<file path="src/rtl/sys_bridge_n.sv">
// sys_bridge_n: CPU-to-peripheral bridge. Decodes a word-addressed I/O window
// into NUM_DEV device slots plus one local register slot, returns registered
// read data with a ready pulse, flags out-of-window accesses and aggregates
// device interrupts into HWInt through a pending/mask block.
module sys_bridge_n #(
    parameter int                 NUM_DEV   = 2,
    parameter logic [31:0]        BASE      = 32'h0000_7F00,
    parameter int                 SPAN_LOG2 = 4,
    parameter logic [NUM_DEV-1:0] IRQ_LEVEL = {NUM_DEV{1'b0}}
) (
    input  logic                    clk,
    input  logic                    reset,
    input  logic [31:0]             PrAddr,
    input  logic [31:0]             PrWD,
    input  logic [3:0]              PrBE,
    input  logic                    PrWe,
    input  logic                    PrRe,
    output logic [31:0]             PrRD,
    output logic                    PrReady,
    output logic                    PrErr,
    output logic [SPAN_LOG2-3:0]    DEV_Addr,
    output logic [31:0]             DEV_WD,
    output logic [3:0]              DEV_BE,
    output logic [NUM_DEV-1:0]      DEV_We,
    output logic [NUM_DEV-1:0]      DEV_Re,
    input  logic [32*NUM_DEV-1:0]   DEV_RD,
    input  logic [NUM_DEV-1:0]      DEV_IRQ,
    output logic [5:0]              HWInt
);

    localparam int              AW         = SPAN_LOG2 - 2;
    localparam logic [31:0]     LP_NUM_DEV = 32'(NUM_DEV);
    localparam logic [AW-1:0]   LP_W_MASK  = AW'(0);
    localparam logic [AW-1:0]   LP_W_PEND  = AW'(1);
    localparam logic [AW-1:0]   LP_W_EADDR = AW'(2);
    localparam logic [AW-1:0]   LP_W_ECNT  = AW'(3);

    logic [31:0]        r_prrd;
    logic               r_prready;
    logic               r_prerr;
    logic [31:0]        r_err_addr;
    logic [7:0]         r_err_cnt;
    logic [NUM_DEV-1:0] r_irq_q;
    logic [NUM_DEV-1:0] r_pend;
    logic [NUM_DEV-1:0] r_mask;
    logic [5:0]         r_hwint;

    logic [31:0]        w_off;
    logic [31:0]        w_slot;
    logic               w_in_window;
    logic               w_local;
    logic               w_err;
    logic               w_lwr;
    logic               w_mask_we;
    logic               w_cnt_clr;
    logic [NUM_DEV-1:0] w_pend_w1c;
    logic [NUM_DEV-1:0] w_rise;
    logic [NUM_DEV-1:0] w_pend_next;
    logic [5:0]         w_hwint_next;
    logic [31:0]        w_rd_sel;
    logic [7:0]         w_cnt_next;

    // Window decode: addresses below BASE wrap to a huge slot and fall out.
    assign w_off       = PrAddr - BASE;
    assign w_slot      = w_off >> SPAN_LOG2;
    assign w_in_window = (PrAddr >= BASE) && (w_slot <= LP_NUM_DEV);
    assign w_local     = w_in_window && (w_slot == LP_NUM_DEV);
    assign w_err       = (PrWe | PrRe) & ~w_in_window;

    assign DEV_Addr = PrAddr[SPAN_LOG2-1:2];
    assign DEV_WD   = PrWD;
    assign DEV_BE   = PrBE;

    // Local register write decode; mask and pending bits live in byte lane 0.
    assign w_lwr      = PrWe & w_local;
    assign w_mask_we  = w_lwr & (DEV_Addr == LP_W_MASK) & PrBE[0];
    assign w_cnt_clr  = w_lwr & (DEV_Addr == LP_W_ECNT);
    assign w_pend_w1c = (w_lwr && (DEV_Addr == LP_W_PEND) && PrBE[0]) ? PrWD[NUM_DEV-1:0] : '0;
    assign w_rise     = DEV_IRQ & ~r_irq_q;

    genvar gi;
    generate
        for (gi = 0; gi < NUM_DEV; gi++) begin : g_dev
            assign DEV_We[gi] = PrWe & w_in_window & (w_slot == 32'(gi)) & (|PrBE);
            assign DEV_Re[gi] = PrRe & w_in_window & (w_slot == 32'(gi));
            if (IRQ_LEVEL[gi]) begin : g_level
                // Level bits track the line; W1C is ignored.
                assign w_pend_next[gi] = DEV_IRQ[gi];
            end else begin : g_edge
                // A new rising edge beats a coincident W1C.
                assign w_pend_next[gi] = (r_pend[gi] & ~w_pend_w1c[gi]) | w_rise[gi];
            end
        end
        for (gi = 0; gi < 6; gi++) begin : g_hw
            if (gi < NUM_DEV) begin : g_used
                assign w_hwint_next[gi] = r_pend[gi] & r_mask[gi];
            end else begin : g_unused
                assign w_hwint_next[gi] = 1'b0;
            end
        end
    endgenerate

    // Read source select: device word, local register, or zero.
    always_comb begin
        w_rd_sel = '0;
        if (w_local) begin
            case (DEV_Addr)
                LP_W_MASK:  w_rd_sel = 32'(r_mask);
                LP_W_PEND:  w_rd_sel = 32'(r_pend);
                LP_W_EADDR: w_rd_sel = r_err_addr;
                LP_W_ECNT:  w_rd_sel = 32'(r_err_cnt);
                default:    w_rd_sel = '0;
            endcase
        end else if (w_in_window) begin
            for (int i = 0; i < NUM_DEV; i++) begin
                if (w_slot == 32'(i)) w_rd_sel = DEV_RD[32*i +: 32];
            end
        end
    end

    // Error count: saturating increment; an error coinciding with a clear yields 1.
    always_comb begin
        w_cnt_next = r_err_cnt;
        if (w_err) begin
            if (w_cnt_clr)                w_cnt_next = 8'd1;
            else if (r_err_cnt != 8'hFF)  w_cnt_next = r_err_cnt + 8'd1;
        end else if (w_cnt_clr) begin
            w_cnt_next = 8'd0;
        end
    end

    // Read path: capture selected data and raise ready for one cycle.
    always_ff @(posedge clk or posedge reset) begin
        if (reset) begin
            r_prrd    <= '0;
            r_prready <= 1'b0;
        end else begin
            r_prready <= PrRe;
            if (PrRe) r_prrd <= w_rd_sel;
        end
    end

    // Error tracking: pulse, faulting address and count.
    always_ff @(posedge clk or posedge reset) begin
        if (reset) begin
            r_prerr    <= 1'b0;
            r_err_addr <= '0;
            r_err_cnt  <= '0;
        end else begin
            r_prerr   <= w_err;
            r_err_cnt <= w_cnt_next;
            if (w_err) r_err_addr <= PrAddr;
        end
    end

    // Interrupt block: line sampling, pending, mask and registered HWInt.
    always_ff @(posedge clk or posedge reset) begin
        if (reset) begin
            r_irq_q <= '0;
            r_pend  <= '0;
            r_mask  <= '0;
            r_hwint <= '0;
        end else begin
            r_irq_q <= DEV_IRQ;
            r_pend  <= w_pend_next;
            r_hwint <= w_hwint_next;
            if (w_mask_we) r_mask <= PrWD[NUM_DEV-1:0];
        end
    end

    assign PrRD    = r_prrd;
    assign PrReady = r_prready;
    assign PrErr   = r_prerr;
    assign HWInt   = r_hwint;

endmodule

</file>
<file path="config.mk">
export PLATFORM = sky130hd
export DESIGN_NAME = sys_bridge_n
export DESIGN_NICKNAME = d
export VERILOG_FILES = /design/src/rtl/sys_bridge_n.sv
export SDC_FILE = /design/constraint.sdc
export NUM_CORES = 1
export LEC_CHECK = 0
export CORE_ASPECT_RATIO = 0.6
export CORE_MARGIN = 2
export CORE_UTILIZATION = 40
export CTS_BUF_LIST = sky130_fd_sc_hd__clkbuf_8
export CTS_CLUSTER_SIZE = 16
export DETAILED_ROUTE_END_ITERATION = 8
export PLACE_DENSITY_LB_ADDON = 0.05
export SLEW_MARGIN = 0
export SYNTH_ARGS = -nofsm -noshare
export SYNTH_HDL_FRONTEND = slang
export SYNTH_SLANG_ARGS = --single-unit
</file>
<file path="constraint.sdc">
create_clock -name clk -period 3.7 [get_ports clk]
set_clock_uncertainty 0.05 [all_clocks]
set_input_delay 0.74 -clock clk [delete_from_list [all_inputs] [get_ports clk]]
set_output_delay 0.74 -clock clk [all_outputs]
set_load 0.1 [all_outputs]
</file>
-- After elaboration in Yosys (flattened, before gate mapping)
Cells that the tools add are included.
- bitwise logic cells: 25
- reduce and logical (&&, ||, !) cells: 10
- eq/ne operators: 6
- order comparisons: 2
- mux-type cells: 10
- $add $sub $neg: 2
- operators by type and width (kind ; number):
    2-to-1 mux 32 bit ; 4
    one-hot mux 32 bit (4 select lines) ; 1
    greater-or-equal comparator 32 x 15 -> 1 bit (second input constant) ; 1
    logical NOT 32 bit ; 1
    2-to-1 mux 8 bit ; 4
    subtractor 32 x 15 -> 32 bit (second input constant) ; 1
    == test 28 x 1 -> 1 bit (second input constant) ; 1
    == test 28 x 2 -> 1 bit (second input constant) ; 1
    less-or-equal comparator 28 x 2 -> 1 bit (second input constant) ; 1
    AND 1 bit ; 17
    adder 8 x 1 -> 8 bit (second input constant) ; 1
    inequality test 8 bit (second input constant) ; 1
    == test 2 bit (second input constant) ; 2
    logical AND 1 bit ; 4
    nonzero test 2 bit ; 2
    OR reduction 4 bit ; 1
    NOT 1 bit ; 3
    OR 1 bit ; 3
    AND 2 bit ; 1
    == test 2 x 1 -> 1 bit (second input constant) ; 1
    logical NOT 2 bit ; 1
    2-to-1 mux 2 bit ; 1
    NOT 2 bit ; 1
    AND reduction 2 bit ; 1
- output and inout port bits: 82
- bits of input ports: 138
- register bits: 82
- word-level logic and storage cells: 64

-- Logic depth before layout (Yosys ltp)
- depth after elaboration: 11
- gate-level depth with buffers: 9
- mapped depth without buffers: 7

-- Worst setup path before layout
Ideal clock, no wire load.
- kind: in2out
- start point: in PrAddr[24]
- end point: out DEV_We[1]
- required time: 2910 ps
- cell stages on the path: 8
- arrival time: 5410 ps
- buffers on the path: 1
- setup slack: -2500 ps
- cell sequence: or3_1 -> or4_1 -> nor3_1 -> nand3_1 -> nor4bb_1 -> buf_2 -> nand2_1 -> nor4b_1
- word-level cells in the longest chain between the ends: 6
- elaborated cells between the ends (all ways): 8
- classes of those cells: add/sub: 1; order compare: 2; eq/ne: 1; bitwise: 3; reduce/logical: 1
- RTL lines (what ; RTL line ; RTL):
    start: declaration ; 13 ; input logic [31:0] PrAddr,
    subtractor 32 x 15 -> 32 bit ; 64 ; assign w_off = PrAddr - BASE;
    less-or-equal comparator 28 x 2 -> 1 bit ; 66 ; assign w_in_window = (PrAddr >= BASE) && (w_slot <= LP_NUM_DEV);
    logical AND 1 bit ; 66 ;
    AND 1 bit ; 84 ; assign DEV_We[gi] = PrWe & w_in_window & (w_slot == 32'(gi)) & (|PrBE);
    AND 1 bit (*) (2 in a row) ; 84 ;
    end: declaration ; 24 ; output logic [NUM_DEV-1:0] DEV_We,
Mark *: on every way between the ends. The rest lies on a longest branch, timed or not.

-- Worst setup path in the final report
- start point: in PrAddr[25]
- end point: out DEV_We[1]
The elaborated chain is that of the path after synthesis.

==> reports/results.txt <==
ANT nets after route: 0
final period utilization: 104.0%
Worst R2R End: r_err_cnt[6]
die span in y: 87.86 um
CP cell instances: buf_6, or3_4, or4_4, nor3_4, nand3_2, nor4bb_2, buf_4, nand2_4, nor4b_4, buf_12
total wire length: 14080 um
final setup fails: 6
DP HPWL: 10240 um
CP startpoint kind: input port
Syn Area/Cell: 11.03 um2
io pins: 220
global-route wire length before repair: 21090 um
CTS tree: yes
Initial Util: 41.22%
Core ar.: 11370 um2
area grow syn2layout: 47.77%
count leader, synth: dfrtp_1
GR Util All Layers: 21.99%
share of post-route cells with drive strength above 1: 24.66%
DRT Pass-1 Iters: 5
Hold EP: r_err_addr[0]
vias in the first global route: 3920
Max Cap Violations: 0
WL/cell: 18.78 um
Tmin final: 3.847 ns
yosys warns: 0
Hold Crit Class: reg2reg
Worst R2R Path Depth: 5
synth unique cells: 55
Vias/cell: 5.175
outcome: finished, violations left
# hold bufs at CTS: 0
Iteration-0 DRC Markers: 235
# rows: 30
Sink Count: 82
share of the synthesized area in the top cell type: 43.77%
# fillers: 940
initial antenna violation count: 3
Leak: 3.090 nW
post-route insts no fill: 750
crit-path leading delay family: simple AND/OR/NAND/NOR gates
H-tree depth: 3
Hold Vio Cnt, Final: 0
sequential cell area fraction in the yosys report: 43.77%
port bufs: 155
DIE AREA: 12630 um2
cell with the largest stage delay on the worst path: or4_4
setup TNS: -0.3621 ns
worst r2r src: r_err_cnt[1]
placement-stage cell area: 6442 um2
Final Max Tran Viols: 0
Min-Delay Path Depth: 1
ys flop type: dfrtp_1
mapped cell area: 4688 um2
top cells by count, synth: 82 x dfrtp_1, 42 x buf_4, 34 x mux2_1
Max VDD drop: 0.1769 mV
CTS buffer count: 9
Clock Tree Root: clkbuf_8
gp weighted congestion: 0.7916
Reg area: 2052 um2
hold slack: 0.4396 ns
FFs w/ async S/R, synth: 100.0%
CP bufs+invs: 3
# placed instances: 720
area of the multi-input gates: 2312 um2
failing checks: negative setup slack
Setup CP Type: in2out
#FFs+latches synth: 82
r2r setup slk: 2.06 ns
Worst-path clk slew: 0.09 ns
CP Max Fanout: 3
Clock Path Buffers: 2
Die W: 143.8 um
design area: 6928 um2
clk_lat worst skew: 0.37 ns
Worst EP required: 2.91 ns
Power, Total: 2.271 mW
Highest Clock Rate: 0.2600 GHz
measured slew at the worst slew-check pin: 1.018 ns
Nets: 722
Worst setup EP type: output port
Arr. time, crit path: 3.06 ns
slew margin rel.: 31.94%
synthesized instance count: 425
Synth area leader: dfrtp_1
gr ovfl total: 0
CP max stage delay: 0.47 ns
RSZ-0062 raised after global routing: yes
Area contributors post-synth: dfrtp_1 44%, mux2_1 8.2%, buf_4 6.7%
pin count of the biggest net entering global routing: 51
PwrDens: 327.7 nW/um2
DRC Markers: 0
Hold Startpoint: r_err_addr[0]
DR vias: 3881
setup ws final: -0.1465 ns
Post-synth EDFFs: 0
cell usage in the layout (no fill, tap or decap), drive strengths merged, types with 6 or more instances in the layout:
cell           count
dlymetal6s2s      13
nor4               9
clkbuf            13
nor2               7
o22ai             10
nand2             24
mux2              58
dfrtp             82
buf               70
nor3               6
mux2i             13
and3               6
a221o             24
nor2b             26
nand3             15
o21ai             11
inv               18
clkdlybuf4s50    118
metrics by stage:
| step | worst slack, ns | utilization [%] |
|---|---|---|
| after floorplan | -0.4570 | - |
| after global placement | -0.4084 | 56.64 |
| after detailed placement | -0.4713 | 56.64 |
| after CTS | -0.2574 | 59.22 |
| after global routing | -0.2550 | 60.89 |
| final | -0.1465 | 60.91 |
report_power, final:
| part | total, mW | internal, mW | leakage, nW | switching, mW |
|---|---|---|---|---|
| combinational | 0.504 | 0.252 | 1.94 | 0.252 |
| sequential | 1.04 | 0.966 | 1.04 | 0.0717 |
| clock | 0.728 | 0.380 | 0.111 | 0.348 |
registers in the layout, summed over array words and instances (netlist names):
| signal | cells |
|---|---|
| r_mask | 2 |
| r_err_cnt | 8 |
| PrErr | 1 |
| PrRD | 32 |
| HWInt | 2 |
| r_pend | 2 |
| r_irq_q | 2 |
| r_err_addr | 32 |
| PrReady | 1 |
kinds of logic (layout without fill, tap and decap cells):
family                     Yosys count  after routing  synth area share, %
AOI/OAI and AO/OA                   62             62                10.62
xor gates and xnor gates             3              3               0.5606
adders and majority gates            1              1               0.2668
buffers and inverters               82            242                11.16
DFF                                 82             82                43.77
muxes                               73             73                17.67
other                                1              6              0.07999
and+or+nand+nor                    121            121                15.88
layer usage:
| layer | vias to the layer above | share of wire (%) | global-route usage [%] |
|---|---|---|---|
| li1 | 1824 | - | - |
| met3 | 24 | 7.3 | 6.834 |
| met4 | 2 | 1.0 | 4.456 |
| met5 | - | 0.092 | 0 |
| met1 | 1875 | 50 | 32.59 |
| met2 | 156 | 42 | 31.73 |
worst max-delay path by stage:
stage          startpoint  slack [ns]  cells past startpoint   endpoint
6_report       PrAddr[25]       -0.15                     10  DEV_We[1]
5_1_grt        PrAddr[25]       -0.26                     10  DEV_We[1]
4_1_cts        PrAddr[26]       -0.26                     10  DEV_We[1]
3_5_place_dp   PrAddr[24]       -0.47                     10  DEV_Re[1]
3_3_place_gp   PrAddr[24]       -0.41                     10  DEV_We[1]
2_1_floorplan  PrAddr[24]       -0.46                      8  DEV_We[1]
cell type report:
class	instances	share of cell area, %
multi-input cells	264	33.38
inverters	17	0.9391
clock buffers	9	1.788
diodes	2	0.07224
clock inverters	7	1.355
repair buffers	209	29.96
well taps	160	2.890
flip-flops and latches	82	29.62
what timing repair did:
action	CTS	global route
hold endpoints to repair	0	0
resized for setup	26	37
cloned	0	2
setup buffers	8	3
pin swaps	12	21
setup endpoints to repair	4	63
Power figures use the tool's default switching activity.
